## config.mk

```make
export PLATFORM = sky130hd
export DESIGN_NAME = rr_hold_arbiter
export DESIGN_NICKNAME = d
export VERILOG_FILES = /design/src/rtl/arb_pkg.sv /design/src/rtl/rr_hold_arbiter_pick.sv /design/src/rtl/rr_hold_arbiter.sv
export SDC_FILE = /design/constraint.sdc
export NUM_CORES = 1
export LEC_CHECK = 0
export ABC_AREA = 1
export CORE_MARGIN = 1.5
export CORE_UTILIZATION = 46
export DETAILED_ROUTE_END_ITERATION = 16
export PLACE_DENSITY_LB_ADDON = 0.25
export SLEW_MARGIN = 40
export SYNTH_ARGS = -nofsm -noshare
export SYNTH_HDL_FRONTEND = slang
export SYNTH_HIERARCHICAL = 1
export SYNTH_SLANG_ARGS = --single-unit
```

## constraint.sdc

```tcl
create_clock -name clock -period 8.5 [get_ports clock]
set_input_delay 1.7 -clock clock [delete_from_list [all_inputs] [get_ports clock]]
set_output_delay 1.7 -clock clock [all_outputs]
set_load 0.03 [all_outputs]
```

## src/rtl/arb_pkg.sv

```systemverilog
// Shared types and constants for the round-robin hold arbiter.
package arb_pkg;

    // Arbiter control states: nobody holds the resource, or someone does.
    typedef enum logic {
        IDLE  = 1'b0,
        GRANT = 1'b1
    } arb_state_t;

    localparam int NUM_REQ_DEF  = 5;
    localparam int MAX_HOLD_DEF = 4;

    // Index width for n items; never narrower than one bit.
    function automatic int id_width(input int n);
        return (n <= 2) ? 1 : $clog2(n);
    endfunction

endpackage

```

## src/rtl/rr_hold_arbiter_pick.sv

```systemverilog
// Round-robin picker: first set bit of mask, searching last+1, last+2, ...
// and wrapping modulo NUM_REQ. Purely combinational.
module rr_pick
    import arb_pkg::*;
#(
    parameter int NUM_REQ = NUM_REQ_DEF,
    parameter int ID_W    = id_width(NUM_REQ_DEF)
) (
    input  logic [NUM_REQ-1:0] mask,
    input  logic [ID_W-1:0]    last,
    output logic               found,
    output logic [ID_W-1:0]    idx,
    output logic [NUM_REQ-1:0] onehot
);

    // Walk the candidates in rotating order and keep the first hit.
    always_comb begin
        int          k;
        logic [ID_W-1:0] kk;
        found  = 1'b0;
        idx    = '0;
        onehot = '0;
        k      = 0;
        kk     = '0;
        for (int i = 1; i <= NUM_REQ; i++) begin
            k  = (int'(last) + i) % NUM_REQ;
            kk = ID_W'(k);
            if (!found && mask[kk]) begin
                found      = 1'b1;
                idx        = kk;
                onehot[kk] = 1'b1;
            end
        end
    end

endmodule

```

## src/rtl/rr_hold_arbiter.sv

```systemverilog
// Round-robin arbiter with bounded hold. A holder keeps the grant while its
// request stays high; once it has held MAX_HOLD cycles and someone else is
// waiting, the grant moves on and preempt pulses for one cycle.
// Handshake: req is a level; gnt/gnt_id are registered and change only on
// clock edges (or drop asynchronously on reset). No request is latched.
module rr_hold_arbiter
    import arb_pkg::*;
#(
    parameter int NUM_REQ  = NUM_REQ_DEF,
    parameter int MAX_HOLD = MAX_HOLD_DEF,
    parameter int ID_W     = id_width(NUM_REQ)
) (
    input  logic                clock,
    input  logic                reset,
    input  logic [NUM_REQ-1:0]  req,
    output logic [NUM_REQ-1:0]  gnt,
    output logic [ID_W-1:0]     gnt_id,
    output logic                busy,
    output logic                preempt,
    output logic                dbg_state,
    output logic [id_width(MAX_HOLD+1)-1:0] dbg_hold_cnt
);

    localparam int HC_W = id_width(MAX_HOLD + 1);
    localparam logic [HC_W-1:0] HC_MAX = HC_W'(MAX_HOLD);

    arb_state_t         state_q;
    logic [NUM_REQ-1:0] gnt_q;
    logic [ID_W-1:0]    gnt_id_q;
    logic [ID_W-1:0]    last_q;
    logic [HC_W-1:0]    hold_cnt_q;
    logic               preempt_q;

    // Candidate winner for the next edge.
    logic [NUM_REQ-1:0] cand_mask;
    logic               win_found_d;
    logic [ID_W-1:0]    win_id_d;
    logic [NUM_REQ-1:0] win_onehot_d;
    logic               holder_req;
    logic               limit_hit;

    // Masking out the current holder serves both cases with one picker: on a
    // release the holder's bit is already zero, and on preemption it must be
    // excluded. In IDLE gnt_q is zero so the full request vector is searched.
    // last_q equals the holder while in GRANT, so the search starts after it.
    assign cand_mask  = req & ~gnt_q;
    assign holder_req = |(req & gnt_q);
    assign limit_hit  = (MAX_HOLD != 0) && (hold_cnt_q == HC_MAX);

    rr_pick #(
        .NUM_REQ (NUM_REQ),
        .ID_W    (ID_W)
    ) u_pick (
        .mask    (cand_mask),
        .last    (last_q),
        .found   (win_found_d),
        .idx     (win_id_d),
        .onehot  (win_onehot_d)
    );

    // Arbitration FSM with registered grant, pointer, hold counter and preempt.
    always_ff @(posedge clock or posedge reset) begin
        if (reset) begin
            state_q    <= IDLE;
            gnt_q      <= '0;
            gnt_id_q   <= '0;
            last_q     <= ID_W'(NUM_REQ - 1);
            hold_cnt_q <= '0;
            preempt_q  <= 1'b0;
        end else begin
            preempt_q <= 1'b0;
            case (state_q)
                IDLE: begin
                    if (win_found_d) begin
                        state_q    <= GRANT;
                        gnt_q      <= win_onehot_d;
                        gnt_id_q   <= win_id_d;
                        last_q     <= win_id_d;
                        hold_cnt_q <= HC_W'(1);
                    end
                end
                GRANT: begin
                    if (!holder_req) begin
                        // Release wins over a simultaneous hold-limit hit.
                        if (win_found_d) begin
                            gnt_q      <= win_onehot_d;
                            gnt_id_q   <= win_id_d;
                            last_q     <= win_id_d;
                            hold_cnt_q <= HC_W'(1);
                        end else begin
                            state_q    <= IDLE;
                            gnt_q      <= '0;
                            gnt_id_q   <= '0;
                            hold_cnt_q <= '0;
                        end
                    end else if (limit_hit && win_found_d) begin
                        gnt_q      <= win_onehot_d;
                        gnt_id_q   <= win_id_d;
                        last_q     <= win_id_d;
                        hold_cnt_q <= HC_W'(1);
                        preempt_q  <= 1'b1;
                    end else if ((MAX_HOLD != 0) && (hold_cnt_q != HC_MAX)) begin
                        hold_cnt_q <= hold_cnt_q + HC_W'(1);
                    end
                end
                default: begin
                    state_q <= IDLE;
                    gnt_q   <= '0;
                end
            endcase
        end
    end

    assign gnt          = gnt_q;
    assign gnt_id       = gnt_id_q;
    assign busy         = |gnt_q;
    assign preempt      = preempt_q;
    assign dbg_state    = (state_q == GRANT);
    assign dbg_hold_cnt = hold_cnt_q;

endmodule
```

==> flow_metrics.env, run 1 <==
export IMPL_hold_start="gnt_id[2]"
export IMPL_crit_type="reg -> reg"
export IMPL_hold_buffers=0
export IMPL_pin_count=21
export IMPL_postSynthAreaPerCell_sq_um=5.94
export IMPL_syn_area_sq_um=2770
export IMPL_port_buffers=20
export IMPL_die_h_microns=80.6
export IMPL_crit_start="last_q[0]"
export IMPL_critical_path_max_stage_delay_ps=730
export IMPL_post_cts_buffers=0
export IMPL_yosys_register_bits=16
export IMPL_skew_ps=3.68
export IMPL_dpl_hpwl_mm=5.24
export IMPL_tritoncts="done"
export IMPL_grt_pass1_wl_mm=11.0
export IMPL_drv_cap=0
export IMPL_route_vias_total=2814
export IMPL_cts_root_buf="clkbuf_8"
export IMPL_min_period_ps=5170
export IMPL_setup_tns_ps=0
export IMPL_synth_ff_type="dfrtp_1"
export IMPL_r2r_end="gnt[1]"
export IMPL_antenna_found_initial=0
export IMPL_maxSlewHeadroom_pct=52.9
export IMPL_drc=0
export IMPL_end_kind="flip-flop"
export IMPL_grt_start_max_net_pins=19
export IMPL_cp_start_kind="flip-flop"
export IMPL_async_reset_ff_share_pct=100
export IMPL_ys_seq_area_share_pct=14.5
export IMPL_r2r_start="last_q[0]"
export IMPL_dr_pass1_iters=5
export IMPL_cp_max_fo=18
export IMPL_synth_warnings=6
export IMPL_min_path_type="reg -> reg"
export IMPL_max_freq_ghz=0.193
export IMPL_drt_iter0_drc=133
export IMPL_cts_max_level=1
export IMPL_synth_fp_nets=501
export IMPL_die_width_microns=80.6
export IMPL_finalSetupViolCount=0
export IMPL_grt_setup_unrepaired="false"
export IMPL_drive_above_1_share_pct=10.1
export IMPL_fin_crit_sh_pct=60.8
export IMPL_viasPerCell=5.03
export IMPL_critPathMostFrequentCell="nand2_1"
export IMPL_die_area_sq_um=6490
export IMPL_synth_edff_count=0
export IMPL_slowest_stage="dfrtp_1"
export IMPL_ff2ff_path_depth=26
export IMPL_synth_distinct_cells=32
export IMPL_antennaDiodeCount=0
export IMPL_clk_latency_ps=250
export IMPL_synthCells=466
export IMPL_clk_pin_slew_ps=60
export IMPL_ant_nets=0
export IMPL_wl_per_cell_microns=11.4
export IMPL_place_congestion=0.889
export IMPL_r2r_setup_slack_ps=3330
export IMPL_rows=28
export IMPL_cts_buffers=3
export IMPL_area_growth_synth_to_final_pct=11.1
export IMPL_status="finished, final reports clean"
export IMPL_crit_arrival_ps=5310
export IMPL_hold_viol=0
export IMPL_cts_buffer_depth=2
export IMPL_coreArea_sq_um=5850
export IMPL_track_usage_pct=21.2
export IMPL_crit_required_ps=8640
export IMPL_wl_mm=6.39
export IMPL_timing_final_max_slew_violations=0
export IMPL_fin_nets=521
export IMPL_whs_endpoint="gnt_id[2]"
export IMPL_initial_core_util_pct=47.3
export IMPL_grt_pass1_vias=2516
export IMPL_worstMarginPinSlew_ps=701
export IMPL_overflow=0
export IMPL_cts_num_sinks=16
export IMPL_cts_resized=0
export IMPL_whs_path_depth=2
placed cells by master (no fill, tap or decap), drive strengths merged, types with 6 or more instances in the layout:
cell type,Yosys,final
ha,28,28
inv,81,81
clkdlybuf4s50,0,20
nand2,162,162
o21ai,23,23
nand4,10,10
nor2,44,44
dfrtp,15,15
nand3,73,73
a21oi,6,6
sequential cells by signal, summed over array words and instances, names as in the netlist:
| signal | count |
|---|---|
| gnt | 5 |
| dbg_hold_cnt | 3 |
| gnt_id | 3 |
| last_q | 3 |
| dbg_state | 1 |
| preempt | 1 |
routing by layer:
metal	vias up	share of wire, %	global-route usage, %
li1	1513	-	-
met1	1244	49	29.2
met2	44	45	34.6
met3	13	3.2	1.59
met4	0	2.5	7.07
met5	-	0	0
critical path: cells and delay by family (launching register included):
kind / cells / cell delay (ps)
fa+ha+maj: 3 / 1050
flops: 1 / 730
simple gates: 18 / 2440
buf+inv: 5 / 830
layout make-up:
type	count	area, sq um
sequential	16	402
timing repair buffer	20	200
fill	598	2780
multi-input combinational	363	2030
tap	75	93.8
inverter	82	308
clock buffer	4	45.0
metrics by stage:
stage	worst slack [ps]	std cells	area (sq um)	hold WS (ps)	utilization (%)
floorplan	4600	466	2770	511	-
global placement	3650	556	3030	502	51.8
detailed placement	3400	556	3030	492	51.8
CTS	3370	560	3070	510	52.5
global route	2780	560	3070	547	52.5
finish	3330	560	3070	506	52.5
cell families (layout without fill, tap and decap cells):
logic type | Yosys count | count (layout) | synth area share, %
flip-flops | 16 | 16 | 14.5
XOR/XNOR | 6 | 6 | 1.90
AND/OR/NAND/NOR | 296 | 296 | 51.3
adder cells (fa/ha/maj) | 28 | 28 | 12.7
buffers and inverters | 87 | 106 | 12.3
AO/OA/AOI/OAI | 33 | 33 | 7.33
cell usage after synthesis (all sizes together), types with 2 or more instances:
library cell	count	area (sq um)
buf	2	10.0
xnor2	2	17.5
nand2	162	661
ha	28	350
nor3	3	15.0
nor2	44	193
nand3	73	463
dfrtp	15	375
o211ai	2	15.0
clkbuf	3	21.3
o21ai	23	126
inv	81	304
a21oi	6	30.0
xor2	4	35.0
nand4	10	62.6
or2	2	12.5
worst max-delay path by stage:
stage,endpoint,slack [ps]
2_1_floorplan,gnt[0],4600
3_3_place_gp,gnt[1],3650
3_5_place_dp,gnt[1],3400
4_1_cts,gnt[1],3370
5_1_grt,gnt[0],2780
6_report,gnt[1],3330
Power of run 1 is left out: the tool's default activity adds up to more than one toggle a clock period on the data nets, which glitch-free logic cannot reach.
==> run 2, diff against run 1 <==
==> constraint.sdc (replaced) <==
create_clock -name clock -period 4.6 [get_ports clock]
set_input_delay 0.92 -clock clock [delete_from_list [all_inputs] [get_ports clock]]
set_output_delay 0.92 -clock clock [all_outputs]
set_load 0.03 [all_outputs]
==> run 2 against run 1 <==
  * Worst setup slack got worse by 2900 ps
  * Sequential cell count unchanged
  * Register-to-register slack worse by 2900 ps
  * Global-route usage increased by 0.60 points
  * Utilization increased by 1.5 points
  * Maximum frequency increased by 24%
  * Clock skew is essentially flat
  * Critical path type unchanged
==> flow_metrics.env, run 2 (synthesis results as in run 1) <==
export IMPL_pin_count=21
export IMPL_dpl_cell_area_sq_um=3080
export IMPL_min_period_ps=4170
export IMPL_viasPerCell=5.09
export IMPL_maxSlewHeadroom_pct=50.5
export IMPL_antennaDiodeCount=0
export IMPL_finalSetupViolCount=0
export IMPL_dpl_hpwl_mm=5.44
export IMPL_hold_buffers=0
export IMPL_cp_max_fo=9
export IMPL_coreArea_sq_um=5850
export IMPL_clk_pin_slew_ps=60
export IMPL_rows=28
export IMPL_cts_max_level=1
export IMPL_end_kind="flip-flop"
export IMPL_pre_cts_ws_ps=313
export IMPL_final_cell_mix="nand2_1 (149), inv_1 (72), nand3_1 (61), nor2_1 (39), ha_1 (28)"
export IMPL_crit_required_ps=4740
export IMPL_crit_type="reg -> reg"
export IMPL_largest_register_ffs=5
export IMPL_timing_final_max_slew_violations=0
export IMPL_status="finished, final reports clean"
export IMPL_cts_buffer_depth=2
export IMPL_cp_start_kind="flip-flop"
export IMPL_critical_path_max_stage_delay_ps=480
export IMPL_hold_viol=0
export IMPL_port_buffers=20
export IMPL_clk_latency_ps=250
export IMPL_overflow=0
export IMPL_setup_tns_ps=0
export IMPL_drive_above_1_share_pct=12.5
export IMPL_cts_num_sinks=16
export IMPL_cpLargestDelayFamily="simple AND/OR/NAND/NOR gates"
export IMPL_slowest_stage="dfrtp_2"
export IMPL_place_congestion=0.944
export IMPL_stdcell_count=570
export IMPL_grt_setup_unrepaired="false"
export IMPL_wl_mm=6.70
export IMPL_dr_pass1_iters=7
export IMPL_die_width_microns=80.6
export IMPL_die_area_sq_um=6490
export IMPL_route_vias_total=2902
export IMPL_tritoncts="done"
export IMPL_drv_cap=0
export IMPL_critPathMostFrequentCell="nand2_1"
export IMPL_track_usage_pct=21.8
export IMPL_worstMarginPinSlew_ps=738
export IMPL_grt_pass1_vias=2563
export IMPL_final_area_sq_um=3160
export IMPL_cts_root_buf="clkbuf_8"
export IMPL_cts_buffers=3
export IMPL_crit_buf_inv=6
export IMPL_setup_ws_ps=429
export IMPL_fin_nets=531
export IMPL_crit_arrival_ps=4310
export IMPL_dp_cells=563
export IMPL_min_path_type="reg -> reg"
export IMPL_fin_crit_sh_pct=90.7
export IMPL_die_h_microns=80.6
export IMPL_drt_iter0_drc=140
export IMPL_initial_core_util_pct=47.3
export IMPL_grt_start_max_net_pins=17
export IMPL_ant_nets=0
export IMPL_fill_cells=590
export IMPL_antenna_found_initial=0
export IMPL_final_common_cell="nand2_1"
export IMPL_grt_pass1_wl_mm=11.3
export IMPL_max_freq_ghz=0.240
export IMPL_skew_ps=3.48
export IMPL_wl_per_cell_microns=11.7
export IMPL_drc=0
export IMPL_area_growth_synth_to_final_pct=14.4
[run 2: cell types whose count changed in the layout (fill, tap and decap cells not counted)]
cell        before  now
inv_1           73   72
dfrtp_2          0    1
buf_4            0   10
clkbuf_1         1    0
dfrtp_1         15   14
clkbuf_8         3    4
clkinvlp_4       0    1
[run 2: repair_timing]
item	4_1_cts	5_1_grt
gates resized for setup	0	2
setup endpoints to repair	0	7
setup buffers	0	3
[run 2: path summary, 6_finish.rpt]
check	from	end	slack [ps]	cells past startpoint
setup / recovery	last_q[1]	gnt[0]	430	29
hold / removal	gnt_id[1]	gnt_id[1]	520	2
setup reg to reg	last_q[1]	gnt[0]	430	29
hold reg to reg	gnt_id[1]	gnt_id[1]	520	2
max in group asynchronous	reset	last_q[1]	3150	2
min in group asynchronous	reset	gnt[2]	1030	2
[run 2: cell type report]
class	instances	area (sq um)	share of cell area [%]
repair buffers	30	275	8.70
clock buffers	4	55.1	1.74
inverters	82	312	9.85
multi-input cells	363	2030	64.0
well taps	75	93.8	2.97
flip-flops and latches	16	403	12.7
[run 2: per-stage QoR]
step                utilization [%]  hold slack, ps
floorplan                         -             511
global placement               52.7             492
detailed placement             52.7             499
CTS                            53.6             521
global route                   54.1             553
finish                         54.1             524
[run 2: metal layers]
metal  wire length (microns)  vias to the layer above  global-route usage (%)  share of wire, %
li1                        -                     1529                       -                 -
met1                    3260                     1310                    29.1                49
met2                    3050                       47                    36.6                46
met3                     205                       16                    2.05               3.1
met4                     177                        0                    6.72               2.6
met5                       0                        -                       0                 0
[run 2: worst reg2reg max path: cells and delay by family, from the launching register on]
family / cells / cell delay, ps
buffers and inverters: 6 / 630
DFF: 1 / 480
adders and majority gates: 3 / 620
and+or+nand+nor: 20 / 2340
Power of run 2 is left out for the same reason.
